===== src/rtl/diff_uart_rx_pkg.sv =====
// Shared definitions for the differential 8N1 receiver: FSM state encoding,
// oversample tick constants and data width.
package diff_uart_rx_pkg;

  localparam int unsigned DATA_W = 8;
  localparam int unsigned TICK_W = 4;
  localparam int unsigned BIT_W  = 3;

  // Mid-point of the start bit and end of a full 16-tick bit period.
  localparam logic [TICK_W-1:0] TICK_MID = 4'd7;
  localparam logic [TICK_W-1:0] TICK_END = 4'd15;
  localparam logic [BIT_W-1:0]  BIT_LAST = 3'd7;

  typedef enum logic [2:0] {
    ST_IDLE,
    ST_START,
    ST_DATA,
    ST_STOP,
    ST_BREAK
  } rx_state_e;

endpackage


===== src/rtl/diff_rx_fifo.sv =====
// First-word-fall-through receive buffer with registered status flags.
// Ports:
//   clk, reset_n         clock, async active-low reset
//   write, wdata         push request and byte
//   read                 pop head (ignored when empty)
//   data_out             registered head entry
//   data_present         >=1 entry stored
//   half_full            count >= FIFO_DEPTH/2
//   full                 count == FIFO_DEPTH
//   overrun              one-clk pulse when a write is dropped
module diff_rx_fifo
  import diff_uart_rx_pkg::*;
#(
  parameter int unsigned FIFO_DEPTH = 4
) (
  input  logic              clk,
  input  logic              reset_n,
  input  logic              write,
  input  logic [DATA_W-1:0] wdata,
  input  logic              read,
  output logic [DATA_W-1:0] data_out,
  output logic              data_present,
  output logic              half_full,
  output logic              full,
  output logic              overrun
);

  localparam int unsigned PTR_W = $clog2(FIFO_DEPTH);
  localparam int unsigned CNT_W = $clog2(FIFO_DEPTH + 1);
  localparam logic [CNT_W-1:0] CNT_FULL = CNT_W'(FIFO_DEPTH);
  localparam logic [CNT_W-1:0] CNT_HALF = CNT_W'(FIFO_DEPTH / 2);

  logic [DATA_W-1:0] mem [FIFO_DEPTH];
  logic [PTR_W-1:0]  rd_ptr_q, rd_ptr_n;
  logic [PTR_W-1:0]  wr_ptr_q, wr_ptr_n;
  logic [CNT_W-1:0]  count_q, count_n, count_after_pop;
  logic [DATA_W-1:0] head_n;
  logic              pop, push, drop, is_full;

  // Pop/push arbitration; a pop frees the slot a full-buffer write needs.
  always_comb begin
    is_full  = (count_q == CNT_FULL);
    pop      = read && (count_q != '0);
    push     = write && (!is_full || pop);
    drop     = write && is_full && !pop;
    rd_ptr_n = pop  ? rd_ptr_q + PTR_W'(1) : rd_ptr_q;
    wr_ptr_n = push ? wr_ptr_q + PTR_W'(1) : wr_ptr_q;
    count_after_pop = pop ? count_q - CNT_W'(1) : count_q;
    count_n  = push ? count_after_pop + CNT_W'(1) : count_after_pop;
    // Head comes straight from wdata when the write lands in an empty buffer.
    if (count_n == '0) begin
      head_n = data_out;
    end else if (push && (count_after_pop == '0)) begin
      head_n = wdata;
    end else begin
      head_n = mem[rd_ptr_n];
    end
  end

  // Storage array, no reset needed.
  always_ff @(posedge clk) begin
    if (push) begin
      mem[wr_ptr_q] <= wdata;
    end
  end

  // Pointers, count and registered outputs.
  always_ff @(posedge clk or negedge reset_n) begin
    if (!reset_n) begin
      rd_ptr_q     <= '0;
      wr_ptr_q     <= '0;
      count_q      <= '0;
      data_out     <= '0;
      data_present <= 1'b0;
      half_full    <= 1'b0;
      full         <= 1'b0;
      overrun      <= 1'b0;
    end else begin
      rd_ptr_q     <= rd_ptr_n;
      wr_ptr_q     <= wr_ptr_n;
      count_q      <= count_n;
      data_out     <= head_n;
      data_present <= (count_n != '0);
      half_full    <= (count_n >= CNT_HALF);
      full         <= (count_n == CNT_FULL);
      overrun      <= drop;
    end
  end

endmodule


===== src/rtl/diff_uart_rx.sv =====
// Differential-pair 8N1 UART receiver with FWFT output buffer.
// Optional pair integrity check enabled by macro DIFF_UART_RX_PAIR_CHECK_EN;
// without it the line is taken from I alone and pair_fault is tied low.
// Ports:
//   clk, reset_n          clock, async active-low reset
//   I, IB                 differential positive / negative legs
//   en_16_x_baud          one-clk pulse at 16x bit rate
//   read_buffer           pop head entry
//   data_out              head entry
//   buffer_data_present   buffer holds >=1 byte
//   buffer_half_full      count >= FIFO_DEPTH/2
//   buffer_full           count == FIFO_DEPTH
//   framing_error         one-clk pulse, stop bit sampled low
//   overrun               one-clk pulse, good byte dropped
//   pair_fault            level, legs equal for PAIR_FAULT_CYCLES cycles
module diff_uart_rx
  import diff_uart_rx_pkg::*;
#(
  parameter int unsigned FIFO_DEPTH        = 4,
  parameter int unsigned PAIR_FAULT_CYCLES = 8
) (
  input  logic              clk,
  input  logic              reset_n,
  input  logic              I,
  input  logic              IB,
  input  logic              en_16_x_baud,
  input  logic              read_buffer,
  output logic [DATA_W-1:0] data_out,
  output logic              buffer_data_present,
  output logic              buffer_half_full,
  output logic              buffer_full,
  output logic              framing_error,
  output logic              overrun,
  output logic              pair_fault
);

  logic [1:0] i_sync;
  logic       s_i;
  logic       rx;

  // Two-flop synchroniser on the positive leg; resets to idle-high.
  always_ff @(posedge clk or negedge reset_n) begin
    if (!reset_n) begin
      i_sync <= 2'b11;
    end else begin
      i_sync <= {i_sync[0], I};
    end
  end

  assign s_i = i_sync[1];

`ifdef DIFF_UART_RX_PAIR_CHECK_EN
  localparam int unsigned PF_W = $clog2(PAIR_FAULT_CYCLES + 1);
  localparam logic [PF_W-1:0] PF_MAX = PF_W'(PAIR_FAULT_CYCLES);

  logic [1:0]      ib_sync;
  logic            s_ib;
  logic            legs_differ;
  logic            rx_hold;
  logic [PF_W-1:0] pair_cnt_q, pair_cnt_n;

  assign s_ib = ib_sync[1];

  // Line follows I only while the pair is valid; otherwise hold last level.
  always_comb begin
    legs_differ = s_i ^ s_ib;
    rx          = legs_differ ? s_i : rx_hold;
    if (legs_differ) begin
      pair_cnt_n = '0;
    end else if (pair_cnt_q == PF_MAX) begin
      pair_cnt_n = pair_cnt_q;
    end else begin
      pair_cnt_n = pair_cnt_q + PF_W'(1);
    end
  end

  // Negative-leg synchroniser, held line level and saturating fault counter.
  always_ff @(posedge clk or negedge reset_n) begin
    if (!reset_n) begin
      ib_sync    <= 2'b00;
      rx_hold    <= 1'b1;
      pair_cnt_q <= '0;
      pair_fault <= 1'b0;
    end else begin
      ib_sync    <= {ib_sync[0], IB};
      rx_hold    <= rx;
      pair_cnt_q <= pair_cnt_n;
      pair_fault <= (pair_cnt_n == PF_MAX);
    end
  end
`else
  logic unused_ib;
  localparam int unsigned unused_pair_cycles = PAIR_FAULT_CYCLES;

  assign unused_ib  = IB;
  assign pair_fault = 1'b0;

  always_comb begin
    rx = s_i;
  end
`endif

  rx_state_e         state_q, state_n;
  logic [TICK_W-1:0] tick_q, tick_n;
  logic [BIT_W-1:0]  bit_q, bit_n;
  logic [DATA_W-1:0] shift_q, shift_n;
  logic              fifo_write;
  logic              ferr_n;

  // Frame decoder, advancing only on the 16x baud enable.
  always_comb begin
    state_n    = state_q;
    tick_n     = tick_q;
    bit_n      = bit_q;
    shift_n    = shift_q;
    fifo_write = 1'b0;
    ferr_n     = 1'b0;
    if (en_16_x_baud) begin
      unique case (state_q)
        ST_IDLE: begin
          if (!rx) begin
            state_n = ST_START;
            tick_n  = '0;
          end
        end
        ST_START: begin
          if (tick_q == TICK_MID) begin
            tick_n  = '0;
            bit_n   = '0;
            // A start bit that is high again at its midpoint was a glitch.
            state_n = rx ? ST_IDLE : ST_DATA;
          end else begin
            tick_n = tick_q + TICK_W'(1);
          end
        end
        ST_DATA: begin
          if (tick_q == TICK_END) begin
            shift_n[bit_q] = rx;
            tick_n         = '0;
            if (bit_q == BIT_LAST) begin
              state_n = ST_STOP;
            end else begin
              bit_n = bit_q + BIT_W'(1);
            end
          end else begin
            tick_n = tick_q + TICK_W'(1);
          end
        end
        ST_STOP: begin
          if (tick_q == TICK_END) begin
            tick_n = '0;
            if (rx) begin
              fifo_write = 1'b1;
              state_n    = ST_IDLE;
            end else begin
              ferr_n  = 1'b1;
              state_n = ST_BREAK;
            end
          end else begin
            tick_n = tick_q + TICK_W'(1);
          end
        end
        ST_BREAK: begin
          if (rx) begin
            state_n = ST_IDLE;
          end
        end
        default: begin
          state_n = ST_IDLE;
        end
      endcase
    end
  end

  // Decoder state register.
  always_ff @(posedge clk or negedge reset_n) begin
    if (!reset_n) begin
      state_q       <= ST_IDLE;
      tick_q        <= '0;
      bit_q         <= '0;
      shift_q       <= '0;
      framing_error <= 1'b0;
    end else begin
      state_q       <= state_n;
      tick_q        <= tick_n;
      bit_q         <= bit_n;
      shift_q       <= shift_n;
      framing_error <= ferr_n;
    end
  end

  diff_rx_fifo #(
    .FIFO_DEPTH(FIFO_DEPTH)
  ) u_fifo (
    .clk          (clk),
    .reset_n      (reset_n),
    .write        (fifo_write),
    .wdata        (shift_q),
    .read         (read_buffer),
    .data_out     (data_out),
    .data_present (buffer_data_present),
    .half_full    (buffer_half_full),
    .full         (buffer_full),
    .overrun      (overrun)
  );

endmodule


===== config.mk =====
export PLATFORM = sky130hd
export DESIGN_NAME = diff_uart_rx
export DESIGN_NICKNAME = d
export VERILOG_FILES = /design/src/rtl/diff_uart_rx_pkg.sv /design/src/rtl/diff_rx_fifo.sv /design/src/rtl/diff_uart_rx.sv
export SDC_FILE = /design/constraint.sdc
export NUM_CORES = 1
export LEC_CHECK = 0
export ABC_CLOCK_PERIOD_IN_PS = 5130
export CORE_ASPECT_RATIO = 1.75
export CORE_MARGIN = 2
export CORE_UTILIZATION = 55
export CTS_CLUSTER_SIZE = 14
export DETAILED_ROUTE_END_ITERATION = 12
export PLACE_DENSITY = 0.79
export SYNTH_ARGS = -nofsm -noshare
export SYNTH_HDL_FRONTEND = slang
export SYNTH_SLANG_ARGS = --single-unit

===== constraint.sdc =====
create_clock -name clk -period 5.13 [get_ports clk]
set_input_delay 1.2825 -clock clk [delete_from_list [all_inputs] [get_ports clk]]
set_output_delay 1.2825 -clock clk [all_outputs]
set_load 0.01 [all_outputs]

# Word-level counts from Yosys, hierarchy flattened
# Memory sizes are Yosys's and may differ from the RTL's.
# Index checks and enable logic that the tools add are counted.
# totals
register_bits	40
ramBits	32
in_bits	6
out_inout_bits	14
word_cells	95
n_memories	1
# classes
n_addsub	6
n_lt_le_gt_ge	3
n_eq_ne	16
n_mux	34
reduce_logical	21
# memory_table
memory	depth	width	rd	rd_ports_with_merged_regs	write_ports	line_no	source
u_fifo.mem	4	8	1	0	1	diff_rx_fifo.sv:33	logic [DATA_W-1:0] mem [FIFO_DEPTH];
# ops
op	count
3-bit two-way mux	12
3-bit case mux with 5 select lines	1
2-bit inequality test (second input constant)	7
3-bit equality test (second input constant)	4
4-bit two-way mux	3
4-bit case mux with 3 select lines	1
1-bit two-way mux	11
3-bit zero test	3
3-bit nonzero test	3
8-bit bitwise mux	1
8-bit two-way mux	1
7-bit AND reduction	1
3-bit by 1-bit adder with 3-bit output (second input constant)	2
3-bit by 2-bit equality test with 1-bit output (second input constant)	2
1-bit logical AND	6
3-bit case mux with 2 select lines	1
3-bit AND reduction	2
5-bit AND reduction	1
2-bit by 1-bit adder with 2-bit output (second input constant)	2
4-bit by 1-bit adder with 4-bit output (second input constant)	1
4-bit by 3-bit equality test with 1-bit output (second input constant)	1
4-bit equality test (second input constant)	1
3-bit by 4-bit less-than comparator with 1-bit output (second input constant)	1
2-bit two-way mux	2
other kinds (9)	10

# Longest topological paths before layout
# Gate-level depths: netlist of the first run.
# depth
ltp_word	7
mapped_depth	13
ltp_nobuf	11

# By module
# A second synthesis of the first run with hierarchy kept.
# hier_totals
hier_cells	264
hier_area_um2	3291.9
# modules_own_cells
mod	n_inst	cells_each	area_each_um2	seq_area_each_um2
diff_rx_fifo	1	158	2203.4	1436.4
diff_uart_rx	1	106	1088.5	528.0

# Least setup slack after synthesis of the first run
# Ideal clock, no wire load.
# synth_path
kind	input port to flip-flop
from	input port read_buffer
to	register u_fifo.data_out[6]
setup_ps	125
arrival_ps	3122
required_ps	5005
slack_ps	1883
path_stages	8
n_path_buf	2
path_cell_list	and2_1 buf_2 xnor2_1 inv_1 ha_1 o41a_1 buf_2 mux2_4
# synth_via
elab_chain_len	5
elab_cells_between_ends	12
classes_between	add/sub (1); mux (4); reduce/logical (6); memory (1)
# synth_lines
item	line_no	source
start, declared	diff_uart_rx.sv:27	input logic read_buffer,
1-bit logical AND (*)	diff_rx_fifo.sv:43	pop = read && (count_q != '0);
3-bit two-way mux / 1-bit logical OR (equally long branches)	diff_rx_fifo.sv:48, diff_rx_fifo.sv:44	
3-bit by 1-bit adder with 3-bit output (tied with other cells)	diff_rx_fifo.sv:49	count_n = push ? count_after_pop + CNT_W'(1) : count_after_pop;
3-bit two-way mux / 1-bit logical AND (equally long branches)	diff_rx_fifo.sv:49, diff_rx_fifo.sv:53	
3-bit zero test / 8-bit two-way mux (equally long branches)	diff_rx_fifo.sv:51, diff_rx_fifo.sv:53	
end signal, assigned	diff_rx_fifo.sv:82	data_out <= head_n;
end, declared	diff_rx_fifo.sv:21	output logic [DATA_W-1:0] data_out,
# Every way passes the cells marked *; elsewhere a longest branch is shown, timed or not.
# A chain may end at the register's enable or synchronous reset.

# Worst setup path after layout of the first run
# Ends and elaborated chain as after synthesis.

==> results of run 1 <==
==> registers in the layout (all words and copies together) (netlist names), 2 cells and up <==
| register | flops |
|---|---|
| u_fifo.mem | 32 |
| shift_q | 8 |
| u_fifo.data_out | 8 |
| tick_q | 4 |
| bit_q | 3 |
| state_q | 3 |
| u_fifo.count_q | 3 |
| i_sync | 2 |
| u_fifo.rd_ptr_q | 2 |
| u_fifo.wr_ptr_q | 2 |
==> final timing paths <==
check                                   from            endpoint  slack, ps
hold reg to reg                    i_sync[0]           i_sync[1]        350
min in group asynchronous            reset_n  u_fifo.data_out[4]       1080
hold / removal                     i_sync[0]           i_sync[1]        350
setup reg to reg           u_fifo.count_q[0]  u_fifo.data_out[6]       1360
max in group asynchronous            reset_n    u_fifo.half_full       3470
setup / recovery                 read_buffer  u_fifo.data_out[6]       1230
==> synthesized netlist by cell type, drive strengths merged <==
cell type / number
dfrtp: 38
nand2: 38
edfxtp: 32
and3: 17
mux2: 16
clkbuf: 14
o21ai: 14
ha: 11
nand3b: 11
inv: 10
nand4: 9
nor2: 9
a21boi: 8
a22o: 8
buf: 8
nor3: 8
a211oi: 7
a21oi: 7
a311oi: 7
xnor2: 7
and2: 6
nor3b: 6
nand2b: 5
nand3: 4
mux2i: 3
o31ai: 3
a21o: 2
dfstp: 2
nor4: 2
o41ai: 2
or2: 2
conb: 1
nor2b: 1
nor4b: 1
o21a: 1
o21bai: 1
o22ai: 1
o32ai: 1
o41a: 1
or3: 1
or4: 1
or4b: 1
==> worst register-to-register path: cells and delay by family, from the launching register on <==
family	cells	cell delay, ps
compound gates	1	640
mux	1	380
fa+ha+maj	2	550
simple gates	2	1240
buf+inv	2	160
flops	1	350
xor+xnor	1	320
==> kinds of logic after synthesis <==
logic type | after synthesis | share of synthesized area (%)
xor gates and xnor gates | 7 | 1.67
muxes | 19 | 5.83
AOI/OAI and AO/OA | 63 | 12.1
and+or+nand+nor | 122 | 18.8
adders and majority gates | 11 | 3.75
DFF | 72 | 53.5
buffers and inverters | 32 | 4.16
other | 1 | 0.102
==> final cells by class <==
type / count / area share, %
tap: 82 / 2.50
inverter: 10 / 0.913
timing repair buffer: 19 / 4.38
clock inverter: 1 / 0.122
clock buffer: 15 / 6.51
multi-input combinational: 223 / 37.8
sequential: 72 / 47.8
==> per-layer routing <==
metal | vias to the layer above | GRT usage (%)
met5 | - | 0
met4 | 0 | 14.2
met3 | 11 | 4.31
met2 | 52 | 35.9
met1 | 1222 | 24.4
li1 | 1229 | -
==> per-stage QoR <==
stage                     worst slack [ps]  hold slack (ps)  utilization (%)  instance area (um2)
after detailed placement               901              347             59.1                 3840
after global routing                  1130              358             63.4                 4110
after floorplan                       1880              345                -                 3670
after global placement                 966              346             59.1                 3840
after CTS                             1250              354             63.4                 4110
final                                 1230              354             63.4                 4110
==> where the power goes <==
group | internal (W) | switching [W] | total [W]
sequential | 0.000699 | 0.000136 | 0.000835
combinational | 0.000382 | 0.000381 | 0.000763
clock | 0.000353 | 0.000213 | 0.000566
total | 0.00143 | 0.000731 | 0.00217
==> impl_metrics.py, run 1 <==
metrics = {
    "setup_path": {
        "delay_of_the_slowest_cell_on_the_worst_path_ps": 640,
        "critPathBufInv": 2,
        "worst-setup-path-type": "in2reg",
        "timing.critical_path.arrival_ps": 4110,
        "dominant_delay_contributor_by_cell_family_on_the_critical_path": "compound AO/OA/AOI/OAI gates",
        "worstRegToRegCells": 9,
        "worstPathRequired_ps": 5340,
        "worst-path-stages": 7,
        "crit_path_cell_trace": "clkdlybuf4s50_1, and2_1, xnor2_1, inv_1, ha_1, o41a_1, mux2_4",
        "timing.critical_path.fanout_max": 18,
        "cp-start-kind": "input pin",
        "slowest_stage": "sky130_fd_sc_hd__o41a_1",
        "crit_path_end_kind": "flop",
    },
    "synth": {
        "postSynthAreaPerCell_um2": 11.2,
        "sequential_share_of_the_synthesized_area_pct": 53.5,
        "yosysWarnings": 0,
        "syn_area_um2": 3670,
        "ys_seq_elements": 72,
        "mappedNetlistNets": 344,
        "synth_cells": 327,
        "synth.largest_area_cell": "sky130_fd_sc_hd__edfxtp_1",
        "synthTopCellsByArea": "sky130_fd_sc_hd__edfxtp_1 26%, sky130_fd_sc_hd__dfrtp_1 26%, sky130_fd_sc_hd__mux2_2 4.6%",
        "yosys.area.top_type_share_pct": 26.2,
        "synth.lib_cells_used.distinct": 49,
    },
    "cts": {
        "cts-buffers-inserted": 9,
        "postCtsSetupRepairBufs": 0,
        "clock-sinks": 72,
        "cts_repair_resize_count": 0,
        "clock_tree_from_tritoncts": "done",
        "clock_insertion_delay_worst_skew_ps": 330,
        "worst_case_clock_buffer_depth": 2,
        "cts_hold_buffers": 0,
        "cts.root.buffer_cell": "sky130_fd_sc_hd__clkbuf_16",
        "clkTransAtPathRegs_ps": 50,
        "clock_tree.htree_level_count": 3,
    },
    "layout": {
        "synthToLayoutAreaGrowth_pct": 12.0,
        "diodes": 0,
        "final.fill_count": 488,
        "stdcell_count": 422,
        "layout.cells.most_common_list": "38 x sky130_fd_sc_hd__nand2_1, 38 x sky130_fd_sc_hd__dfrtp_1, 32 x sky130_fd_sc_hd__edfxtp_1",
        "drive_above_1_share_pct": 11.8,
        "area_taken_by_multi_input_logic_gates_um2": 1550,
        "seq_cell_area_um2": 1960,
        "num-nets-final": 352,
    },
    "sta": {
        "timing.final.crit_share_pct": 76.0,
        "finalSetupViolCount": 0,
        "final_hold_viol_count": 0,
        "slew_headroom_pct": 39.5,
        "rsz0062_at_grt": "no",
        "maxClockFrequency_mhz": 256,
        "finalWorstPathRequiredPeriod_ps": 3900,
        "worst_clock_skew_ps": 5.40,
        "setup-tns-final_ps": 0,
        "worst_slew_pin_slew_ps": 908,
        "drv_slew": 0,
    },
    "global_route": {
        "global_route_wire_length_before_repair_um": 11900,
        "gr-usage-all-layers_pct": 21.5,
        "antenna_found_initial": 0,
        "grt.overflow.total": 0,
        "via_count_of_the_first_global_routing_pass": 2535,
        "grt_max_degree": 41,
    },
    "die": {
        "total_die_area_um2": 7370,
        "die_w_um": 65.8,
        "effective_utilization_at_floorplan_pct": 56.6,
        "die-height_um": 112,
        "rows": 39,
        "coreArea_um2": 6490,
        "floorplan.io_pins": 20,
    },
    "hold_path": {
        "worst_hold_path.num_cells": 0,
        "worst_min_path_class": "reg2reg",
    },
    "detailed_routing": {
        "first_pass_iters": 5,
        "drt-wirelength-per-cell_um": 16.8,
        "drc_errors": 0,
        "wirelength_met1_um": 2740,
        "wl_met2_um": 3940,
        "vias": 2514,
        "detail-route-antenna-nets": 0,
        "iteration_0_drc_count_of_the_detailed_router": 252,
        "route.detailed.vias_per_inst": 5.96,
        "postRouteWirelength_um": 7100,
        "met3_wire_length_um": 270,
        "top_signal_layer_used": "met4",
    },
    "power": {
        "p_total_w": 0.00217,
        "p_leak_nw": 1.68,
        "max-vdd-ir-drop_v": 0.000350,
        "power.density_nw_per_um2": 527,
    },
    "place": {
        "dp.cells": 406,
        "numPortBuffers": 17,
        "dp.final_hpwl_um": 4860,
        "place.gp.congestion": 0.829,
    },
    "run_status": {
        "status": "complete, no violations",
    },
    "run": {
        "cap_viol_max_count": 0,
    },
}
(Power assumes the default switching activity.)
==> inputs of run 2 (changes only) <==
--- a/config.mk
+++ b/config.mk
@@ -5,7 +5,7 @@
 export SDC_FILE = /design/constraint.sdc
 export NUM_CORES = 1
 export LEC_CHECK = 0
-export ABC_CLOCK_PERIOD_IN_PS = 5130
+export ABC_CLOCK_PERIOD_IN_PS = 3950
 export CORE_ASPECT_RATIO = 1.75
 export CORE_MARGIN = 2
 export CORE_UTILIZATION = 55
==> constraint.sdc (replaced) <==
create_clock -name clk -period 3.95 [get_ports clk]
set_input_delay 0.9875 -clock clk [delete_from_list [all_inputs] [get_ports clk]]
set_output_delay 0.9875 -clock clk [all_outputs]
set_load 0.01 [all_outputs]
==> run 2 against run 1 <==
Compared with the run above: sequential share of layout area decreased by 0.72 points; utilization rose by 0.96 points; global-route usage grew 0.91 points; worst hold slack improved by 9.2 ps; die area is the same; first-iteration DRC count rose by 3.6%; largest power group unchanged; combinational power rose by 32%; flip-flop and latch count stayed put; sequential power grew 29%; critical endpoint unchanged.
==> impl_metrics.py, run 2 (synthesized netlist as in run 1, its figures left out) <==
metrics = {
    "layout": {
        "reg_top3": "u_fifo.mem (32), shift_q (8), u_fifo.data_out (8)",
        "post-route-cell-area_um2": 4170,
        "registers.top_by_ff_count": "u_fifo.mem",
        "largest_register_ffs": 32,
        "diodes": 0,
        "synthToLayoutAreaGrowth_pct": 13.7,
        "layout.cells.most_common_list": "38 x sky130_fd_sc_hd__nand2_1, 38 x sky130_fd_sc_hd__dfrtp_1, 32 x sky130_fd_sc_hd__edfxtp_1",
        "stdcell_count": 425,
        "num-nets-final": 355,
        "drive_above_1_share_pct": 12.8,
        "final.fill_count": 484,
    },
    "sta": {
        "timing.final.crit_share_pct": 81.9,
        "finalSetupViolCount": 0,
        "finalWorstPathRequiredPeriod_ps": 3230,
        "rsz0062_at_grt": "no",
        "final_hold_viol_count": 0,
        "min_hold_slack_ps": 363,
        "worst_slew_pin_slew_ps": 923,
        "maxClockFrequency_mhz": 309,
        "setup-tns-final_ps": 0,
        "drv_slew": 0,
        "worst_clock_skew_ps": 4.25,
        "slew_headroom_pct": 38.5,
    },
    "detailed_routing": {
        "iteration_0_drc_count_of_the_detailed_router": 261,
        "drt-wirelength-per-cell_um": 17.3,
        "detail-route-antenna-nets": 0,
        "first_pass_iters": 6,
        "postRouteWirelength_um": 7360,
        "drc_errors": 0,
        "route.detailed.vias_per_inst": 6.07,
        "vias": 2580,
    },
    "setup_path": {
        "timing.critical_path.arrival_ps": 3450,
        "worst-setup-path-type": "reg2reg",
        "crit_path_end_kind": "flop",
        "worstRegToRegCells": 9,
        "reg2reg_to": "u_fifo.data_out[6]",
        "worstPathRequired_ps": 4160,
        "timing.critical_path.fanout_max": 24,
        "worst-r2r-setup-slack_ps": 720,
        "cp-start-kind": "flop",
        "timing.rr.start": "u_fifo.count_q[0]",
    },
    "place": {
        "placed_area_um2": 3860,
        "dp.final_hpwl_um": 5000,
        "place.gp.congestion": 0.890,
        "dp.cells": 409,
        "numPortBuffers": 17,
    },
    "cts": {
        "cts.root.buffer_cell": "sky130_fd_sc_hd__clkbuf_16",
        "cts-buffers-inserted": 9,
        "clock_tree_from_tritoncts": "done",
        "clock_tree.htree_level_count": 3,
        "cts_repair_resize_count": 0,
        "worst_case_clock_buffer_depth": 2,
        "cts_hold_buffers": 0,
        "clkTransAtPathRegs_ps": 50,
        "clock-sinks": 72,
        "clock_insertion_delay_worst_skew_ps": 330,
        "postCtsSetupRepairBufs": 0,
    },
    "hold_path": {
        "min_delay_worst_endpoint": "i_sync[1]",
        "min-delay-start": "i_sync[0]",
        "worst_min_path_class": "reg2reg",
        "worst_hold_path.num_cells": 0,
    },
    "die": {
        "rows": 39,
        "coreArea_um2": 6490,
        "effective_utilization_at_floorplan_pct": 56.6,
        "die_w_um": 65.8,
        "total_die_area_um2": 7370,
        "floorplan.io_pins": 20,
        "die-height_um": 112,
    },
    "global_route": {
        "via_count_of_the_first_global_routing_pass": 2592,
        "global_route_wire_length_before_repair_um": 12400,
        "gr-usage-all-layers_pct": 22.5,
        "antenna_found_initial": 0,
        "grt.overflow.total": 0,
        "grt_max_degree": 41,
    },
    "run": {
        "cap_viol_max_count": 0,
    },
    "power": {
        "p_leak_nw": 1.71,
        "power.density_nw_per_um2": 703,
        "max-vdd-ir-drop_v": 0.000414,
    },
    "run_status": {
        "status": "complete, no violations",
    },
}
run 2: cell types whose count changed in the layout (fill, tap and decap cells not counted), sizes merged:
cell	previous run	this run
clkinvlp	0	1
clkinv	1	3
bufinv	0	2
clkbuf	15	10
buf	3	6
run 2: layout make-up:
| type | instances | area (um2) | share of cell area [%] |
|---|---|---|---|
| Clock buffer | 10 | 229 | 5.49 |
| Inverter | 10 | 37.5 | 0.899 |
| Timing Repair Buffer | 22 | 203 | 4.86 |
| Sequential cell | 72 | 1960 | 47.1 |
| Multi-Input combinational cell | 223 | 1550 | 37.2 |
| Tap cell | 82 | 103 | 2.46 |
| Clock inverter | 6 | 83.8 | 2.01 |
run 2: metrics by stage:
| step | worst slack, ps | total power [W] | utilization [%] |
|---|---|---|---|
| 6_report | 715 | 0.00293 | 64.3 |
| 3_5_place_dp | 518 | 0.00210 | 59.5 |
| 4_1_cts | 693 | 0.00295 | 64.3 |
| 2_1_floorplan | 998 | 0.00180 | - |
| 5_1_grt | 422 | 0.00311 | 64.3 |
| 3_3_place_gp | 554 | 0.00206 | 59.5 |
run 2: per-layer routing:
metal	GRT usage [%]	vias to the layer above	wire (um)
met4	10.4	0	150
met3	5.41	9	293
li1	-	1218	-
met5	0	-	0
met1	24.8	1284	2780
met2	39.5	69	4130
run 2: worst max-delay path: stages (launching register included):
cell,delay [ps]
sky130_fd_sc_hd__dfrtp_1,400
sky130_fd_sc_hd__inv_1,90
sky130_fd_sc_hd__ha_1,190
sky130_fd_sc_hd__nand2b_1,420
sky130_fd_sc_hd__and2_1,370
sky130_fd_sc_hd__xnor2_1,260
sky130_fd_sc_hd__inv_1,80
sky130_fd_sc_hd__ha_1,310
sky130_fd_sc_hd__o41a_1,640
sky130_fd_sc_hd__mux2_4,370
run 2: power breakdown:
part | switching, W | total, W | internal [W]
clock | 0.000292 | 0.000841 | 0.000549
combinational | 0.000503 | 0.00101 | 0.000507
sequential | 0.000175 | 0.00108 | 0.000908
total | 0.000970 | 0.00293 | 0.00196
run 2: how the worst max path moves through the flow:
| stage | slack [ps] | depth (start not counted) | from | to |
|---|---|---|---|---|
| floorplan | 1000 | 8 | read_buffer | u_fifo.data_out[6] |
| global placement | 550 | 7 | read_buffer | u_fifo.data_out[6] |
| detailed placement | 520 | 7 | read_buffer | u_fifo.data_out[6] |
| CTS | 690 | 9 | u_fifo.count_q[0] | u_fifo.data_out[6] |
| global route | 420 | 10 | u_fifo.count_q[0] | u_fifo.data_out[4] |
| finish | 720 | 9 | u_fifo.count_q[0] | u_fifo.data_out[6] |
